===== src/rtl/reg_op_ctrl.sv =====
// Command sequencer for the 4x8 register group: accepts one register-transfer
// command, reads both operands, computes an 8-bit result and writes it back.
module reg_op_ctrl (
  input  logic       clk,
  input  logic       rst,
  input  logic       cmd_valid,
  output logic       cmd_ready,
  input  logic [1:0] cmd_op,
  input  logic [1:0] cmd_sr,
  input  logic [1:0] cmd_dr,
  input  logic [7:0] cmd_imm,
  output logic       rf_we,
  output logic [1:0] rf_sr,
  output logic [1:0] rf_dr,
  output logic [7:0] rf_i,
  input  logic [7:0] rf_s,
  input  logic [7:0] rf_d,
  output logic [7:0] result,
  output logic       zero,
  output logic       carry,
  output logic       done
);

  localparam int unsigned DW = 8;
  localparam int unsigned AW = 2;

  typedef enum logic [1:0] {
    S_IDLE  = 2'b00,
    S_READ  = 2'b01,
    S_EXEC  = 2'b10,
    S_WRITE = 2'b11
  } state_e;

  typedef enum logic [1:0] {
    OP_LOAD = 2'b00,
    OP_MOV  = 2'b01,
    OP_ADD  = 2'b10,
    OP_SUB  = 2'b11
  } op_e;

  state_e        state_q,     state_d;
  op_e           op_q,        op_d;
  logic [DW-1:0] imm_q,       imm_d;
  logic [DW-1:0] ops_q,       ops_d;
  logic [DW-1:0] opd_q,       opd_d;
  logic          cmd_ready_q, cmd_ready_d;
  logic          rf_we_q,     rf_we_d;
  logic [AW-1:0] rf_sr_q,     rf_sr_d;
  logic [AW-1:0] rf_dr_q,     rf_dr_d;
  logic [DW-1:0] rf_i_q,      rf_i_d;
  logic [DW-1:0] result_q,    result_d;
  logic          zero_q,      zero_d;
  logic          carry_q,     carry_d;
  logic          done_q,      done_d;
  logic [DW:0]   alu;

  // 9-bit ALU: bit DW is ADD carry-out or SUB borrow
  always_comb begin
    alu = '0;
    case (op_q)
      OP_LOAD: alu = {1'b0, imm_q};
      OP_MOV:  alu = {1'b0, ops_q};
      OP_ADD:  alu = {1'b0, opd_q} + {1'b0, ops_q};
      OP_SUB:  alu = {1'b0, opd_q} - {1'b0, ops_q};
      default: alu = '0;
    endcase
  end

  // Next-state and registered-output logic
  always_comb begin
    state_d  = state_q;
    op_d     = op_q;
    imm_d    = imm_q;
    ops_d    = ops_q;
    opd_d    = opd_q;
    rf_we_d  = 1'b0;
    rf_sr_d  = rf_sr_q;
    rf_dr_d  = rf_dr_q;
    rf_i_d   = rf_i_q;
    result_d = result_q;
    zero_d   = zero_q;
    carry_d  = carry_q;
    done_d   = 1'b0;

    case (state_q)
      S_IDLE: begin
        if (cmd_valid) begin
          op_d    = op_e'(cmd_op);
          imm_d   = cmd_imm;
          rf_sr_d = cmd_sr;
          rf_dr_d = cmd_dr;
          state_d = S_READ;
        end
      end
      S_READ: begin
        ops_d   = rf_s;
        opd_d   = rf_d;
        state_d = S_EXEC;
      end
      S_EXEC: begin
        result_d = alu[DW-1:0];
        zero_d   = (alu[DW-1:0] == DW'(0));
        carry_d  = alu[DW];
        rf_i_d   = alu[DW-1:0];
        rf_we_d  = 1'b1;
        state_d  = S_WRITE;
      end
      S_WRITE: begin
        done_d  = 1'b1;
        state_d = S_IDLE;
      end
      default: state_d = S_IDLE;
    endcase

    cmd_ready_d = (state_d == S_IDLE);
  end

  always_ff @(posedge clk) begin
    if (rst) begin
      state_q     <= S_IDLE;
      op_q        <= OP_LOAD;
      imm_q       <= '0;
      ops_q       <= '0;
      opd_q       <= '0;
      cmd_ready_q <= 1'b1;
      rf_we_q     <= 1'b0;
      rf_sr_q     <= '0;
      rf_dr_q     <= '0;
      rf_i_q      <= '0;
      result_q    <= '0;
      zero_q      <= 1'b0;
      carry_q     <= 1'b0;
      done_q      <= 1'b0;
    end else begin
      state_q     <= state_d;
      op_q        <= op_d;
      imm_q       <= imm_d;
      ops_q       <= ops_d;
      opd_q       <= opd_d;
      cmd_ready_q <= cmd_ready_d;
      rf_we_q     <= rf_we_d;
      rf_sr_q     <= rf_sr_d;
      rf_dr_q     <= rf_dr_d;
      rf_i_q      <= rf_i_d;
      result_q    <= result_d;
      zero_q      <= zero_d;
      carry_q     <= carry_d;
      done_q      <= done_d;
    end
  end

  assign cmd_ready = cmd_ready_q;
  assign rf_we     = rf_we_q;
  assign rf_sr     = rf_sr_q;
  assign rf_dr     = rf_dr_q;
  assign rf_i      = rf_i_q;
  assign result    = result_q;
  assign zero      = zero_q;
  assign carry     = carry_q;
  assign done      = done_q;

endmodule

===== config.mk =====
export PLATFORM = sky130hd
export DESIGN_NAME = reg_op_ctrl
export DESIGN_NICKNAME = d
export VERILOG_FILES = /design/src/rtl/reg_op_ctrl.sv
export SDC_FILE = /design/constraint.sdc
export NUM_CORES = 1
export LEC_CHECK = 0
export CORE_ASPECT_RATIO = 1.75
export CORE_MARGIN = 2
export CORE_UTILIZATION = 46
export CTS_BUF_LIST = sky130_fd_sc_hd__clkbuf_2
export DETAILED_ROUTE_END_ITERATION = 16
export MAX_ROUTING_LAYER = met4
export PLACE_DENSITY = 0.8
export REMOVE_ABC_BUFFERS = 1
export SLEW_MARGIN = 20
export SYNTH_ARGS = -nofsm -noshare
export SYNTH_HDL_FRONTEND = slang
export SYNTH_SLANG_ARGS = --single-unit
export TNS_END_PERCENT = 10

===== constraint.sdc =====
create_clock -name clk -period 2.5 [get_ports clk]
set_input_delay 0.5 -clock clk [delete_from_list [all_inputs] [get_ports clk]]
set_output_delay 0.5 -clock clk [all_outputs]
set_load 0.02 [all_outputs]

==> results.tsv, run 1 <==
stage	metric	value	unit
floorplanning	die area	5770	sq um
floorplanning	Chip Width	58.3	um
timing	Max transition margin	0.681	
timing	Least-Margin Pin Slew	479	ps
synthesis	adder-cell share of the synthesized area	0.0770	
global_route	GRT Total Usage	0.207	
worst_setup_path	worst flop-to-flop path endpoint	zero	
clock_network	clk_lat worst skew	440	ps
timing	Tcrit/Tclk final	0.994	
worst_setup_path	Worst R2R Path Depth	11	
worst_setup_path	Worst setup endpoint	zero	
worst_setup_path	crit path launch type	flip-flop	
drt	DRC viols	0	
timing	Setup violations, final	0	
worst_setup_path	crit path capture type	flip-flop	
synthesis	synthesized flop and latch total	45	
timing	Final min period	2480	ps
timing	final setup skew	17.4	ps
synthesis	simple-gate share of the synthesized area	0.187	
timing	final hold vios	0	
floorplanning	Initial Util	0.476	
layout	# fillers	456	
clock_network	CTS tree	done	
worst_setup_path	worst reg2reg setup slack	20	ps
timing	fmax	0.403	GHz
clock_network	CTS Sinks	45	
floorplanning	core area	4980	sq um
synthesis	mux cell area share after synthesis	0.111	
clock_network	CTS root buf	clkbuf_2	
layout	Util after Layout	0.635	
layout	share of cells above drive strength 1	0.164	
clock_network	CTS max path bufs	2	
floorplanning	IO Pins	58	
drt	TritonRoute pass-1 iters	4	
layout	commonest non-fill, non-tap cell in the layout	clkdlybuf4s50_1	
clock_network	H-tree depth	2	
clock_network	Reg clk slew, reported paths	230	ps
floorplanning	die height	99.0	um
synthesis	Compound-Gate Fraction of Synth Area	0.149	
layout	Synth-to-Final Area Change	33.2	%
min_path	min-delay worst type	reg -> reg	
outcome	outcome	finished, final reports clean	
worst_setup_path	Worst Path Max Fanout	4	
synthesis	Post-synth EDFFs	0	
global_route	first-pass GRT wire length	9.11	mm
layout	n_diodes	0	
worst_setup_path	crit path from	ops_q[0]	
timing	Pins Over Slew Limit	0	
placed_design	GP Congestion	0.895	
synthesis	mean post-synth cell area	8.69	sq um
drt	DRT Wirelength	5.40	mm
drt	DRT iter0 DRCs	43	
clock_network	cts hold-fix bufs	0	
global_route	initial antenna violation count	0	
power_and_ir_drop	leakage	1.22	nW
timing	RSZ-0062 raised after global routing	true	
flow_run	max-cap violations	0	
synthesis	Cells after Synth	273	
placed_design	PortBufs	57	
drt	DR vias/cell	5.43	
layout	nets	381	
synthesis	Ys Warns	0	
synthesis	asr flop ratio synth	0	
global_route	largest net degree at the start of global routing	40	
global_route	vias in the first global route	2121	
power_and_ir_drop	worst vdd ir	0.000631	V
synthesis	synthesized area	2370	sq um
synthesis	xor/xnor share of the synthesized area	0.0296	
synthesis	register area share after synthesis	0.380	
worst_setup_path	classification of the worst setup path	reg -> reg	
clock_network	Num CTS Buffers	5	
drt	post-route ant nets	0	
floorplanning	Rows	34	
global_route	GR Overflow Total	0	
synthesis	post-synthesis cell type count	49	
layout	commonest non-fill, non-tap cells in the layout	clkdlybuf4s50_1, dfxtp_1, nand2_1	
power_and_ir_drop	Pwr Density	1090	nW/um^2
worst_setup_path	Critical Path AT	2840	ps
drt	average wire per standard cell	13.9	um
drt	via count	2111	
placed_design	post-DP HPWL	4.16	mm
worst_setup_path	FF-to-FF Start	ops_q[0]	
power_and_ir_drop	Final Power	3.44	mW
worst_setup_path	Worst Path Required	2850	ps
synthesis	combinational family with the most area after synthesis	simple AND/OR/NAND/NOR gates	
synthesis	top_reg_cell synth	dfxtp_1	
-- critical path, cell delays in order (launching register included) --
cell	delay, ps
dfxtp_2	370
inv_1	100
ha_4	180
a31oi_4	100
xnor2_2	140
ha_1	290
a21o_1	170
or3_4	330
o2111a_1	250
a221oi_2	250
buf_4	170
o31ai_2	60
-- kinds of logic after synthesis --
kind of cell | Yosys count
AO/OA/AOI/OAI | 52
multiplexers | 26
flip-flops | 45
AND/OR/NAND/NOR | 96
adder cells (fa/ha/maj) | 14
buffers and inverters | 32
XOR/XNOR | 8
-- routing by layer --
metal | GRT usage | part of all wire | vias to the layer above
met5 | - | 0 | -
met4 | 0.0894 | 0.025 | 0
met3 | 0.0302 | 0.033 | 10
met2 | 0.378 | 0.57 | 56
met1 | 0.210 | 0.38 | 989
li1 | - | - | 1056
-- what timing repair did --
action,CTS,global route
hold endpoints to repair,0,0
resized for setup,10,13
setup endpoints to repair,2,6
pin swaps,3,10
buffers inserted,0,1
-- sequential cells by signal (all words and copies together), names as in the netlist --
name and cells:
cmd_ready 1, state_q 2, rf_dr 2, imm_q 8, done 1, result 8, ops_q 8, op_q 2
rf_sr 2, rf_we 1, opd_q 8, carry 1, zero 1
-- stage by stage --
| step | cells | hold slack (ps) | TNS, ps | area (sq um) | setup slack, ps |
|---|---|---|---|---|---|
| floorplan | 251 | 426 | -46.4 | 2250 | -44.1 |
| global placement | 380 | 437 | -66.7 | 3030 | -47.5 |
| detailed placement | 380 | 449 | -191 | 3030 | -117 |
| CTS | 388 | 475 | -47.1 | 3110 | -27.9 |
| global route | 389 | 505 | -360 | 3160 | -118 |
| finish | 389 | 473 | 0 | 3160 | 15.7 |
-- report_power, final --
group          internal, mW  switching [mW]  total [mW]
Clock                0.0668           0.248       0.315
Combinational          1.06            1.09        2.15
Sequential            0.878           0.107       0.985
Total                  2.00            1.44        3.44
-- worst min-delay path by stage --
stage / start / to / cells after the start / slack (ps)
floorplan: imm_q[0] / imm_q[0] / 2 / 430
global placement: imm_q[1] / imm_q[1] / 2 / 440
detailed placement: imm_q[0] / imm_q[0] / 2 / 450
CTS: imm_q[0] / imm_q[0] / 2 / 470
global route: imm_q[0] / imm_q[0] / 2 / 500
finish: imm_q[0] / imm_q[0] / 2 / 470
-- cells in the mapped netlist, types with 2 or more instances --
| library cell | number | share of area |
|---|---|---|
| mux2_2 | 2 | 0.0095 |
| buf_4 | 8 | 0.025 |
| a31oi_1 | 4 | 0.011 |
| inv_1 | 9 | 0.014 |
| o31a_1 | 2 | 0.0074 |
| dfxtp_1 | 45 | 0.38 |
| xor2_1 | 3 | 0.011 |
| buf_2 | 5 | 0.011 |
| nand2_1 | 35 | 0.055 |
| a211oi_1 | 6 | 0.019 |
| mux2i_1 | 23 | 0.097 |
| or3_1 | 2 | 0.0053 |
| clkbuf_1 | 8 | 0.013 |
| or2_2 | 2 | 0.0053 |
| ha_1 | 13 | 0.069 |
| o21ai_1 | 4 | 0.0084 |
| nand3_1 | 4 | 0.0084 |
| nand2b_1 | 2 | 0.0053 |
| a21oi_1 | 20 | 0.042 |
| nor2b_1 | 6 | 0.016 |
| o21a_1 | 3 | 0.0095 |
| xnor2_1 | 5 | 0.018 |
| nor2_1 | 33 | 0.052 |
| o2111ai_1 | 2 | 0.0074 |
| nor3_1 | 3 | 0.0063 |
-- final cells by class --
| cell class | instances | area, sq um | share of cell area |
|---|---|---|---|
| Timing Repair Buffer | 76 | 717 | 0.227 |
| Multi-Input combinational cell | 196 | 1390 | 0.439 |
| Sequential cell | 45 | 907 | 0.287 |
| Clock buffer | 5 | 25.0 | 0.00792 |
| Inverter | 10 | 40.0 | 0.0127 |
| Tap cell | 54 | 67.6 | 0.0214 |
| Clock inverter | 3 | 16.3 | 0.00515 |
Note: power is estimated with default switching activity, not from simulation.
==> run 2: changes to the inputs <==
--- a/config.mk
+++ b/config.mk
@@ -13,7 +13,7 @@
 export MAX_ROUTING_LAYER = met4
 export PLACE_DENSITY = 0.8
 export REMOVE_ABC_BUFFERS = 1
-export SLEW_MARGIN = 20
+export SLEW_MARGIN = 15
 export SYNTH_ARGS = -nofsm -noshare
 export SYNTH_HDL_FRONTEND = slang
 export SYNTH_SLANG_ARGS = --single-unit
==> results of run 2 <==
Same layout as run 1: the final DEF is identical, and so are final timing and power.
==> run 3: changes to the inputs <==
--- a/config.mk
+++ b/config.mk
@@ -10,8 +10,10 @@
 export CORE_UTILIZATION = 46
 export CTS_BUF_LIST = sky130_fd_sc_hd__clkbuf_2
 export DETAILED_ROUTE_END_ITERATION = 16
+export GPL_ROUTABILITY_DRIVEN = 0
 export MAX_ROUTING_LAYER = met4
 export PLACE_DENSITY = 0.8
+export RECOVER_POWER = 50
 export REMOVE_ABC_BUFFERS = 1
 export SLEW_MARGIN = 15
 export SYNTH_ARGS = -nofsm -noshare
==> results.tsv, run 3 (same netlist as run 1, synthesis figures left out) <==
stage	metric	value	unit
global_route	initial antenna violation count	0	
worst_setup_path	Worst Path Required	2900	ps
timing	Tcrit/Tclk final	1.01	
floorplanning	core area	4980	sq um
timing	final setup TNS	-19.2	ps
drt	via count	2192	
power_and_ir_drop	Pwr Density	1160	nW/um^2
flow_run	max-cap violations	0	
placed_design	pre-CTS setup slack	-105	ps
worst_setup_path	crit path capture type	flip-flop	
drt	post-route ant nets	0	
floorplanning	Initial Util	0.476	
layout	Post-Layout Cell Count	393	
timing	Final min period	2510	ps
timing	worst hold slack	471	ps
drt	TritonRoute pass-1 iters	4	
drt	DRT iter0 DRCs	75	
placed_design	Post-DP Area	3010	sq um
clock_network	Reg clk slew, reported paths	250	ps
timing	Max transition margin	0.175	
clock_network	H-tree depth	2	
timing	Least-Margin Pin Slew	1240	ps
worst_setup_path	Critical Path AT	2910	ps
floorplanning	Chip Width	58.3	um
global_route	GR Overflow Total	0	
worst_setup_path	Worst Path Max Fanout	4	
clock_network	cts hold-fix bufs	0	
worst_setup_path	crit-path max cell delay	420	ps
layout	n_diodes	0	
power_and_ir_drop	leakage	1.27	nW
layout	Synth-to-Final Area Change	38.0	%
drt	DR vias/cell	5.58	
placed_design	placed insts	376	
clock_network	Num CTS Buffers	5	
timing	final worst slack	-13.1	ps
timing	final hold vios	0	
worst_setup_path	CP Buf/Inv Count	1	
timing	RSZ-0062 raised after global routing	true	
layout	commonest non-fill, non-tap cells in the layout	clkdlybuf4s50_1, dfxtp_1, nand2_1	
timing	Setup violations, final	2	
clock_network	CTS Sinks	45	
clock_network	clk_lat worst skew	440	ps
outcome	failing checks	negative setup slack	
worst_setup_path	crit path cell chain	inv_4 -> ha_4 -> a31oi_4 -> xnor2_2 -> ha_1 -> a21o_1 -> or3_4 -> o2111a_1 -> a221oi_4 -> mux2i_1 -> nor2_1	
drt	DRT Wirelength	5.86	mm
worst_setup_path	worst reg2reg setup slack	-10	ps
placed_design	PortBufs	57	
timing	Pins Over Slew Limit	0	
drt	average wire per standard cell	14.9	um
layout	share of cells above drive strength 1	0.192	
clock_network	CTS max path bufs	2	
floorplanning	die area	5770	sq um
timing	final setup skew	21.0	ps
drt	DRC viols	0	
layout	# fillers	409	
worst_setup_path	classification of the worst setup path	reg -> reg	
min_path	min-delay worst type	reg -> reg	
layout	post-route cell area	3270	sq um
worst_setup_path	Top Family by Delay on Critical Path	compound AO/OA/AOI/OAI gates	
placed_design	post-DP HPWL	4.01	mm
global_route	GRT Total Usage	0.203	
floorplanning	IO Pins	58	
layout	Util after Layout	0.657	
outcome	outcome	finished with violations	
floorplanning	Rows	34	
global_route	vias in the first global route	2027	
timing	fmax	0.398	GHz
worst_setup_path	Slowest cell on crit path	dfxtp_2	
layout	nets	385	
worst_setup_path	crit path launch type	flip-flop	
power_and_ir_drop	Final Power	3.79	mW
floorplanning	die height	99.0	um
clock_network	CTS tree	done	
layout	Multi-input gate area	1440	sq um
power_and_ir_drop	worst vdd ir	0.000748	V
global_route	largest net degree at the start of global routing	45	
clock_network	CTS root buf	clkbuf_2	
layout	commonest non-fill, non-tap cell in the layout	clkdlybuf4s50_1	
layout	Reg area	905	sq um
global_route	first-pass GRT wire length	9.01	mm
## run 3: cell count changes in the layout (fill, tap and decap cells not counted), sizes merged
cell	before	now
clkbuf	5	6
buf	19	22
inv	11	12
bufinv	0	1
clkinv	2	0
## run 3: layout make-up
class                           count  share of cell area
Multi-Input combinational cell    196               0.439
Timing Repair Buffer               80               0.230
Inverter                           10              0.0122
Tap cell                           54              0.0207
Clock inverter                      3              0.0145
Sequential cell                    45               0.276
Clock buffer                        5             0.00765
## run 3: final timing paths
path,end,start,cells after the start
worst max-delay path,result[7],ops_q[1],11
worst max register to register,result[7],ops_q[1],11
worst min register to register,imm_q[3],imm_q[3],2
worst min-delay path,imm_q[3],imm_q[3],2
## run 3: worst min-delay path, cell delays in order (launching register included)
cell     delay [ps]
dfxtp_1         370
nand2_1          50
a21oi_1          50
## run 3: what timing repair did
item,in CTS,in global routing
endpoints found under the setup margin,4,6
gates resized for setup,12,17
pin swaps,4,16
setup buffers,1,8
## run 3: layer usage
| metal | global-route usage | routed length (um) | vias to the layer above |
|---|---|---|---|
| met5 | - | 0 | - |
| met4 | 0.0841 | 133 | 0 |
| met3 | 0.0302 | 210 | 15 |
| met2 | 0.359 | 3210 | 70 |
| met1 | 0.217 | 2310 | 1037 |
| li1 | - | - | 1070 |
## run 3: report_power, final
| group | internal (mW) | switching (mW) | leakage (nW) |
|---|---|---|---|
| Sequential | 0.877 | 0.107 | 0.369 |
| Combinational | 1.16 | 1.21 | 0.857 |
| Clock | 0.177 | 0.255 | 0.0440 |
| Total | 2.22 | 1.57 | 1.27 |
